$ cat src/rtl/envase_linha_param.sv
// Parametrised bottling-line controller: one FSM sequences conveyor, fill and inspection,
// and also keeps the cork stock, the box fill count and the completed-box tally.
// Latency: Moore outputs, registered, updating on the edge that enters a state. Backpressure: INSPECT waits indefinitely for a verdict.
// Optional build macro REJECT_COUNT_EN enables a saturating reject counter; when it is undefined, rejeitadas is tied to 0.
module envase_linha_param #(
    parameter int CORK_MAX     = 31,
    parameter int BOX_SIZE     = 12,
    parameter int BOXES_W      = 8,
    parameter int FILL_TIMEOUT = 16,
    parameter int REJ_W        = 8,
    localparam int CORK_W      = $clog2(CORK_MAX + 1),
    localparam int BOX_W       = $clog2(BOX_SIZE),
    localparam int TMR_W       = $clog2(FILL_TIMEOUT)
) (
    input  logic               clk,
    input  logic               reset,
    input  logic               start,
    input  logic               garrafa,
    input  logic               sensor_nivel,
    input  logic               aprovada,
    input  logic               reprovada,
    input  logic               incrementar,
    output logic               motor,
    output logic               valvula,
    output logic               led_erro,
    output logic               led_descarte,
    output logic [CORK_W-1:0]  num_rolhas,
    output logic [BOX_W-1:0]   garrafas_caixa,
    output logic [BOXES_W-1:0] caixas,
    output logic               caixa_cheia,
    output logic [REJ_W-1:0]   rejeitadas
);

    typedef enum logic [2:0] {
        S_IDLE    = 3'd0,
        S_MOVE    = 3'd1,
        S_FILL    = 3'd2,
        S_CORK    = 3'd3,
        S_INSPECT = 3'd4,
        S_DISCARD = 3'd5,
        S_ERROR   = 3'd6
    } state_t;

    localparam logic [CORK_W-1:0] CORK_FULL = CORK_W'(CORK_MAX);
    localparam logic [BOX_W-1:0]  BOX_LAST  = BOX_W'(BOX_SIZE - 1);
    localparam logic [TMR_W-1:0]  TMR_LAST  = TMR_W'(FILL_TIMEOUT - 1);

    state_t              state_q, state_d;
    logic [TMR_W-1:0]    tmr_q, tmr_d;
    logic [CORK_W-1:0]   rolhas_q, rolhas_d;
    logic [BOX_W-1:0]    garrafas_q;
    logic [BOXES_W-1:0]  caixas_q;
    logic                motor_q, valvula_q, led_erro_q, led_descarte_q, caixa_cheia_q;

    logic                cork_dec;
    logic                approve;
    logic                box_wrap;
    logic                stock_ok;
    state_t              exit_state;

    // Corking consumes a cork only when stock is available; an approval is a pass without a fail.
    assign cork_dec = (state_q == S_CORK) && (rolhas_q != '0);
    assign approve  = (state_q == S_INSPECT) && aprovada && !reprovada;
    assign box_wrap = approve && (garrafas_q == BOX_LAST);
    assign stock_ok = (rolhas_q != '0);

    // Cork stock next value: saturating refill, and a same-cycle refill cancels the corking decrement.
    always_comb begin
        rolhas_d = rolhas_q;
        if (cork_dec) begin
            if (!incrementar) begin
                rolhas_d = rolhas_q - CORK_W'(1);
            end
        end else if (incrementar && (rolhas_q != CORK_FULL)) begin
            rolhas_d = rolhas_q + CORK_W'(1);
        end
    end

    // Leaving INSPECT/DISCARD looks at the stock as it will be after this cycle's refill.
    always_comb begin
        if (!start) begin
            exit_state = S_IDLE;
        end else if (rolhas_d != '0) begin
            exit_state = S_MOVE;
        end else begin
            exit_state = S_ERROR;
        end
    end

    // Next-state logic and fill-timer control.
    always_comb begin
        state_d = state_q;
        tmr_d   = tmr_q;
        case (state_q)
            S_IDLE: begin
                if (start) begin
                    state_d = stock_ok ? S_MOVE : S_ERROR;
                end
            end
            S_MOVE: begin
                if (garrafa) begin
                    state_d = S_FILL;
                    tmr_d   = '0;
                end
            end
            S_FILL: begin
                // The level sensor wins over a timeout landing on the same cycle.
                if (sensor_nivel) begin
                    state_d = S_CORK;
                end else if (tmr_q == TMR_LAST) begin
                    state_d = S_ERROR;
                end else begin
                    tmr_d = tmr_q + TMR_W'(1);
                end
            end
            S_CORK: begin
                state_d = stock_ok ? S_INSPECT : S_ERROR;
            end
            S_INSPECT: begin
                if (reprovada) begin
                    state_d = S_DISCARD;
                end else if (aprovada) begin
                    state_d = exit_state;
                end
            end
            S_DISCARD: begin
                state_d = exit_state;
            end
            S_ERROR: begin
                if (!start && stock_ok) begin
                    state_d = S_IDLE;
                end
            end
            default: begin
                state_d = S_IDLE;
            end
        endcase
    end

    // State register with outputs decoded from the state being entered.
    always_ff @(posedge clk or posedge reset) begin
        if (reset) begin
            state_q        <= S_IDLE;
            tmr_q          <= '0;
            motor_q        <= 1'b0;
            valvula_q      <= 1'b0;
            led_erro_q     <= 1'b0;
            led_descarte_q <= 1'b0;
        end else begin
            state_q        <= state_d;
            tmr_q          <= tmr_d;
            motor_q        <= (state_d == S_MOVE);
            valvula_q      <= (state_d == S_FILL);
            led_erro_q     <= (state_d == S_ERROR);
            led_descarte_q <= (state_d == S_DISCARD);
        end
    end

    // Cork stock, box fill count, completed-box tally and the box-complete pulse.
    always_ff @(posedge clk or posedge reset) begin
        if (reset) begin
            rolhas_q      <= '0;
            garrafas_q    <= '0;
            caixas_q      <= '0;
            caixa_cheia_q <= 1'b0;
        end else begin
            rolhas_q      <= rolhas_d;
            caixa_cheia_q <= box_wrap;
            if (box_wrap) begin
                garrafas_q <= '0;
                caixas_q   <= caixas_q + BOXES_W'(1);
            end else if (approve) begin
                garrafas_q <= garrafas_q + BOX_W'(1);
            end
        end
    end

`ifdef REJECT_COUNT_EN
    logic [REJ_W-1:0] rej_q;

    // Reject tally bumps on each DISCARD entry and sticks at all-ones.
    always_ff @(posedge clk or posedge reset) begin
        if (reset) begin
            rej_q <= '0;
        end else if ((state_q == S_INSPECT) && reprovada && !(&rej_q)) begin
            rej_q <= rej_q + REJ_W'(1);
        end
    end

    assign rejeitadas = rej_q;
`else
    assign rejeitadas = '0;
`endif

    assign motor          = motor_q;
    assign valvula        = valvula_q;
    assign led_erro       = led_erro_q;
    assign led_descarte   = led_descarte_q;
    assign num_rolhas     = rolhas_q;
    assign garrafas_caixa = garrafas_q;
    assign caixas         = caixas_q;
    assign caixa_cheia    = caixa_cheia_q;

endmodule

$ cat config.mk
export PLATFORM = sky130hd
export DESIGN_NAME = envase_linha_param
export DESIGN_NICKNAME = d
export VERILOG_FILES = /design/src/rtl/envase_linha_param.sv
export SDC_FILE = /design/constraint.sdc
export NUM_CORES = 1
export LEC_CHECK = 0
export ABC_AREA = 1
export CORE_ASPECT_RATIO = 2
export CORE_UTILIZATION = 40
export DETAILED_ROUTE_END_ITERATION = 10
export PLACE_DENSITY = 0.79
export RECOVER_POWER = 50
export SYNTH_ARGS = -nofsm -noshare
export SYNTH_HDL_FRONTEND = slang
export SYNTH_SLANG_ARGS = --single-unit
$ cat constraint.sdc
create_clock -name clk -period 2.2 [get_ports clk]
set_clock_uncertainty 0.2 [all_clocks]
set_input_delay 0.55 -clock clk [delete_from_list [all_inputs] [get_ports clk]]
set_output_delay 0.55 -clock clk [all_outputs]
set_load 0.02 [all_outputs]
# Word level (Yosys, flattened, before mapping)
# Cells that the tools add are included.
[classes]
n_addsub = 5
n_eq_ne = 16
mux = 21
n_reduce_logical = 14
[ops]
columns = ["op", "n"]
rows = [
  ["3-bit two-way mux", 10],
  ["3-bit case mux with 7 select lines", 1],
  ["4-bit two-way mux", 5],
  ["3-bit equality test (second input constant)", 5],
  ["5-bit two-way mux", 3],
  ["5-bit nonzero test", 2],
  ["3-bit by 2-bit equality test with 1-bit output (second input constant)", 3],
  ["4-bit by 1-bit adder with 4-bit output (second input constant)", 2],
  ["8-bit by 1-bit adder with 8-bit output (second input constant)", 1],
  ["4-bit equality test (second input constant)", 2],
  ["4-bit case mux with 2 select lines", 1],
  ["3-bit by 1-bit equality test with 1-bit output (second input constant)", 2],
  ["1-bit logical AND", 6],
  ["2-bit != test (second input constant)", 3],
  ["5-bit by 1-bit adder with 5-bit output (second input constant)", 1],
  ["5-bit != test (second input constant)", 1],
  ["5-bit by 1-bit subtractor with 5-bit output (second input constant)", 1],
  ["4-bit AND reduction", 1],
  ["2-bit nonzero test", 2],
  ["3-bit zero test", 1],
  ["1-bit zero test", 2],
  ["2-bit two-way mux", 1],
]
[totals]
ff_bits = 29
inputBits = 8
out_inout_bits = 30
wordCells = 66

# Longest topological paths before layout
[logic_depth]
ltp_word = 11
mapped_depth = 19
ltp_nobuf = 19

# Worst setup path before layout
# Ideal clock, no wire load.
[synth_timing]
kind = "reg-to-reg"
from = "reg rolhas_q[0] (netlist: num_rolhas[0])"
to = "reg motor_q (netlist: motor)"
setup_time_ns = 0.116
arrival_time_ns = 2.091
t_required_ns = 1.884
setup_slack_ns = -0.207
stages_incl_launch_ff = 20
path_buffers = 0
period_less_slack_ns = 2.407
cell_sequence = "dfrtp_1 > ha_1 > inv_1 > nor3_1 > ha_1 > inv_1 > nand2_1 > inv_1 > nand2_1 > nand2_4 > nand2_1 > nand2_2 > nand2_2 > nand2_4 > nor2_4 > nand3_2 > nand3b_1 > inv_1 > nand2_2 > nor2_1"
[synth_between]
elab_chain_cells = 11
word_cells_on_any_way = 21
cone_classes = "2 x add/sub; 2 x eq/ne; 12 x mux; 5 x reduce/logical"
[synth_rtl]
columns = ["element", "line_no", "source"]
rows = [
  ["start: declaration", "50", "logic [CORK_W-1:0] rolhas_q, rolhas_d;"],
  ["start signal: assignment", "167", "rolhas_q <= rolhas_d;"],
  ["parallel branches: the longest is 9 deep, another holds 5-bit by 1-bit adder with 5-bit output", "--", ""],
  ["3-bit case mux with 7 select lines (*)", "94", "case (state_q)"],
  ["net state_d[2]", "48", "state_t state_q, state_d;"],
  ["3-bit by 1-bit equality test with 1-bit output (*)", "152", "motor_q <= (state_d == S_MOVE);"],
  ["end signal: assignment", "152", ""],
  ["end: declaration", "53", "logic motor_q, valvula_q, led_erro_q, led_descarte_q, caixa_cheia_q;"],
]
# Mark *: on every way through the listed nets, which the timed path passes.
# A chain may end at the register's enable or synchronous reset.

# Worst setup path after layout
# Same ends and word-level chain as after synthesis.

==> flow_summary.toml <==
[yosys]
synthSimpleGateAreaFrac = 0.3630
synth_edf_count = 0
synthCells = 250
synth_common_cells = "nand2_1 (59), inv_1 (38), dfrtp_1 (29)"
synth_fa_ha_area_frac = 0.03896
synth.most_common_cell = "nand2_1"
seq_area_frac_synth = 0.3766
netlist_area_sq_um = 1927
synth_area_leaders = "dfrtp_1 (38%), nand2_1 (11%), inv_1 (7.4%)"
synth_top_area_frac = 0.3766
ys_types = 38
avgSynthCellArea_sq_um = 7.707
synth_seq_cells = 29
synth_compound_area_frac = 0.06883
ys_warn_count = 0
yosys_most_used_dff = "dfrtp_1"
synth-xor-area-share = 0.02727
yosysTopAreaCell = "dfrtp_1"
synth_top_family_by_area = "simple AND/OR/NAND/NOR gates"
synth.area.mux_share = 0
synth-async-reset-ratio = 1.000

[sta]
tightestPinTransition_ps = 718.4
fmax_mhz = 425.6
setup_viol = 3
slew_viol_final = 0
setup_ws_ps = -149.5
hold_viol = 0
timing.final.crit_share = 1.068
period_needed_ps = 2350
rsz0062_at_grt = "true"
slew_headroom = 0.5211

[global_route]
antenna_found_initial = 0
grt_pass1_vias = 1747
grt_pass1_wl_um = 7548
grt_remaining_overflow = 0
grt_usage = 0.1950
grt_max_degree = 30

[pwr]
p_int_mw = 1.834
total_power_mw = 3.167
ir_drop_mv = 0.7801
power_switching_mw = 1.334
power_leakage_nw = 1.350
p_comb_frac = 0.563
cellPowerDensity_nw_per_um2 = 1176
swShare = 0.4211
seqPwrFrac = 0.256
clockPowerShare = 0.181

[critical_path]
crit_path_top_delay_cell = "dfrtp_2"
critPathArrivalTime_ps = 2320
cpPeakStageDelay_ps = 390
cp_max_fo = 4
critPathCaptureType = "register"
crit_chain = "ha_4 -> inv_4 -> nor3_4 -> ha_2 -> inv_2 -> nand2_4 -> inv_4 -> nand2_1 -> o21ai_2 -> nand2_2 -> nand4_4 -> nor2_4 -> nand3_2 -> nand3b_1 -> inv_1 -> nand2_2 -> nor2_2"
cp.required_ps = 2170
critPathLaunchType = "register"
critPathLaunch = "num_rolhas[0]$_DFF_PP0_"
worst-setup-path-type = "reg2reg"
timing.rr.start = "num_rolhas[0]$_DFF_PP0_"

[placement]
dpl.hpwl_um = 3337
numPortBuffers = 29
pre_cts_slack_ps = -465.1
place_congestion = 0.9262

[floorplan]
rows = 35
die_h_um = 100.2
coreArea_sq_um = 4598
fp.dieW_um = 51.08
initial_utilization = 0.4190
io_pins = 38
dieArea_sq_um = 5115

[finish]
drive_gt1_frac = 0.3155
antennaDiodeCount = 0
area_growth_pct = 39.81
fin_nets = 330
final_util = 0.5859

[cts]
htree_levels = 2
cts.clk_slew.worst_paths_ps = 60
cts_hold_buf = 0
ctsRootBufferMaster = "clkbuf_8"
cts_sinks = 29
clock_path_buffers = 2
cts_made_buffers = 5
insertion_delay_ps = 280
cts_tree = "built"

[route]
wl_per_cell_um = 12.30
route.detailed.drc = 0
vias = 1789
wirelength_um = 4577
drt_first_pass_iters = 4
drt-initial-drc-count = 36
postRouteAntennaNets = 0
viasPerCell = 4.809

[flow_run]
drv_cap = 0

[run_status]
violations = "negative setup slack"
status = "finished, violations left"

[worst_hold_path]
hp-class = "reg2reg"
worstHoldStart = "caixas[7]$_DFFE_PP0P_"
[metal layers]
layer,up-vias,routed length (um),global-route usage
met5,-,0,0
met4,0,194,0.1218
met3,15,129,0.03030
met2,40,2682,0.3573
met1,833,1570,0.1952
li1,901,-,-
[worst max-delay path: cells and delay by family (launching register included)]
kind,cells,cell delay (ps)
buf+inv,4,210
compound gates,1,60
flops,1,390
fa+ha+maj,2,370
simple gates,10,1000
[path summary, 6_finish.rpt]
check / end / slack [ps] / cells after the start
max: motor$_DFF_PP0_ / -150 / 17
min: caixas[7]$_DFFE_PP0P_ / 270 / 1
max reg2reg: motor$_DFF_PP0_ / -150 / 17
min reg2reg: caixas[7]$_DFFE_PP0P_ / 270 / 1
max in group asynchronous: num_rolhas[1]$_DFF_PP0_ / 590 / 3
min in group asynchronous: garrafas_caixa[0]$_DFFE_PP0P_ / 700 / 3
[timing repair]
item	4_1_cts	5_1_grt
endpoints found under the setup margin	4	5
buffers inserted	6	4
pin swaps	7	10
gates resized for setup	15	15
[layout make-up]
cell class / instances / area, sq um
inverters: 43 / 171.4
clock buffers: 7 / 86.33
clock inverters: 1 / 30.03
multi-input cells: 175 / 1072
fillers: 420 / 1904
flip-flops and latches: 29 / 730.7
repair buffers: 62 / 534.3
well taps: 55 / 68.82
[power by group through the flow]
stage | registers [mW] | clock network [mW] | logic [mW]
after global placement | 0.818 | 0 | 1.49
after detailed placement | 0.821 | 0 | 1.53
after CTS | 0.806 | 0.586 | 1.65
after global routing | 0.831 | 0.611 | 1.96
final | 0.810 | 0.575 | 1.78
after floorplan | 0.921 | 0 | 0.894
[cells in the final DEF, fill, tap and decap left out, drive strengths merged, types with 2 or more instances in the layout]
master         instances
nor2                  21
nand3                 20
xnor2                  4
dfrtp                 29
nand2                 73
a21oi                  6
conb                   8
ha                     6
xor2                   2
o21a                   2
buf                   32
inv                   43
nand4                  6
clkdlybuf4s50         25
clkbuf                 9
dlygate4sd2            2
nor3                   8
o21ai                 11
[stage by stage]
| stage | setup TNS (ps) | std cells | area (sq um) | hold slack (ps) |
|---|---|---|---|---|
| final | -354.0 | 372 | 2694 | 268.1 |
| after global routing | -1179 | 372 | 2694 | 285.4 |
| after CTS | -248.6 | 368 | 2635 | 276.1 |
| after detailed placement | -1810 | 354 | 2441 | 263.8 |
| after global placement | -1525 | 354 | 2441 | 268.3 |
| after floorplan | -14.06 | 257 | 1986 | 277.9 |
[kinds of logic after synthesis]
kind of cell,count (synthesis)
other,1
flip-flops,29
XOR/XNOR,6
adder cells (fa/ha/maj),6
AND/OR/NAND/NOR,132
buffers and inverters,53
AO/OA/AOI/OAI,23
[state kept, by name (all words and copies together), names as in the netlist]
register,flops
num_rolhas,5
caixa_cheia,1
garrafas_caixa,4
state_q,3
valvula,1
tmr_q,4
led_erro,1
led_descarte,1
motor,1
caixas,8
(Power assumes the default switching activity.)
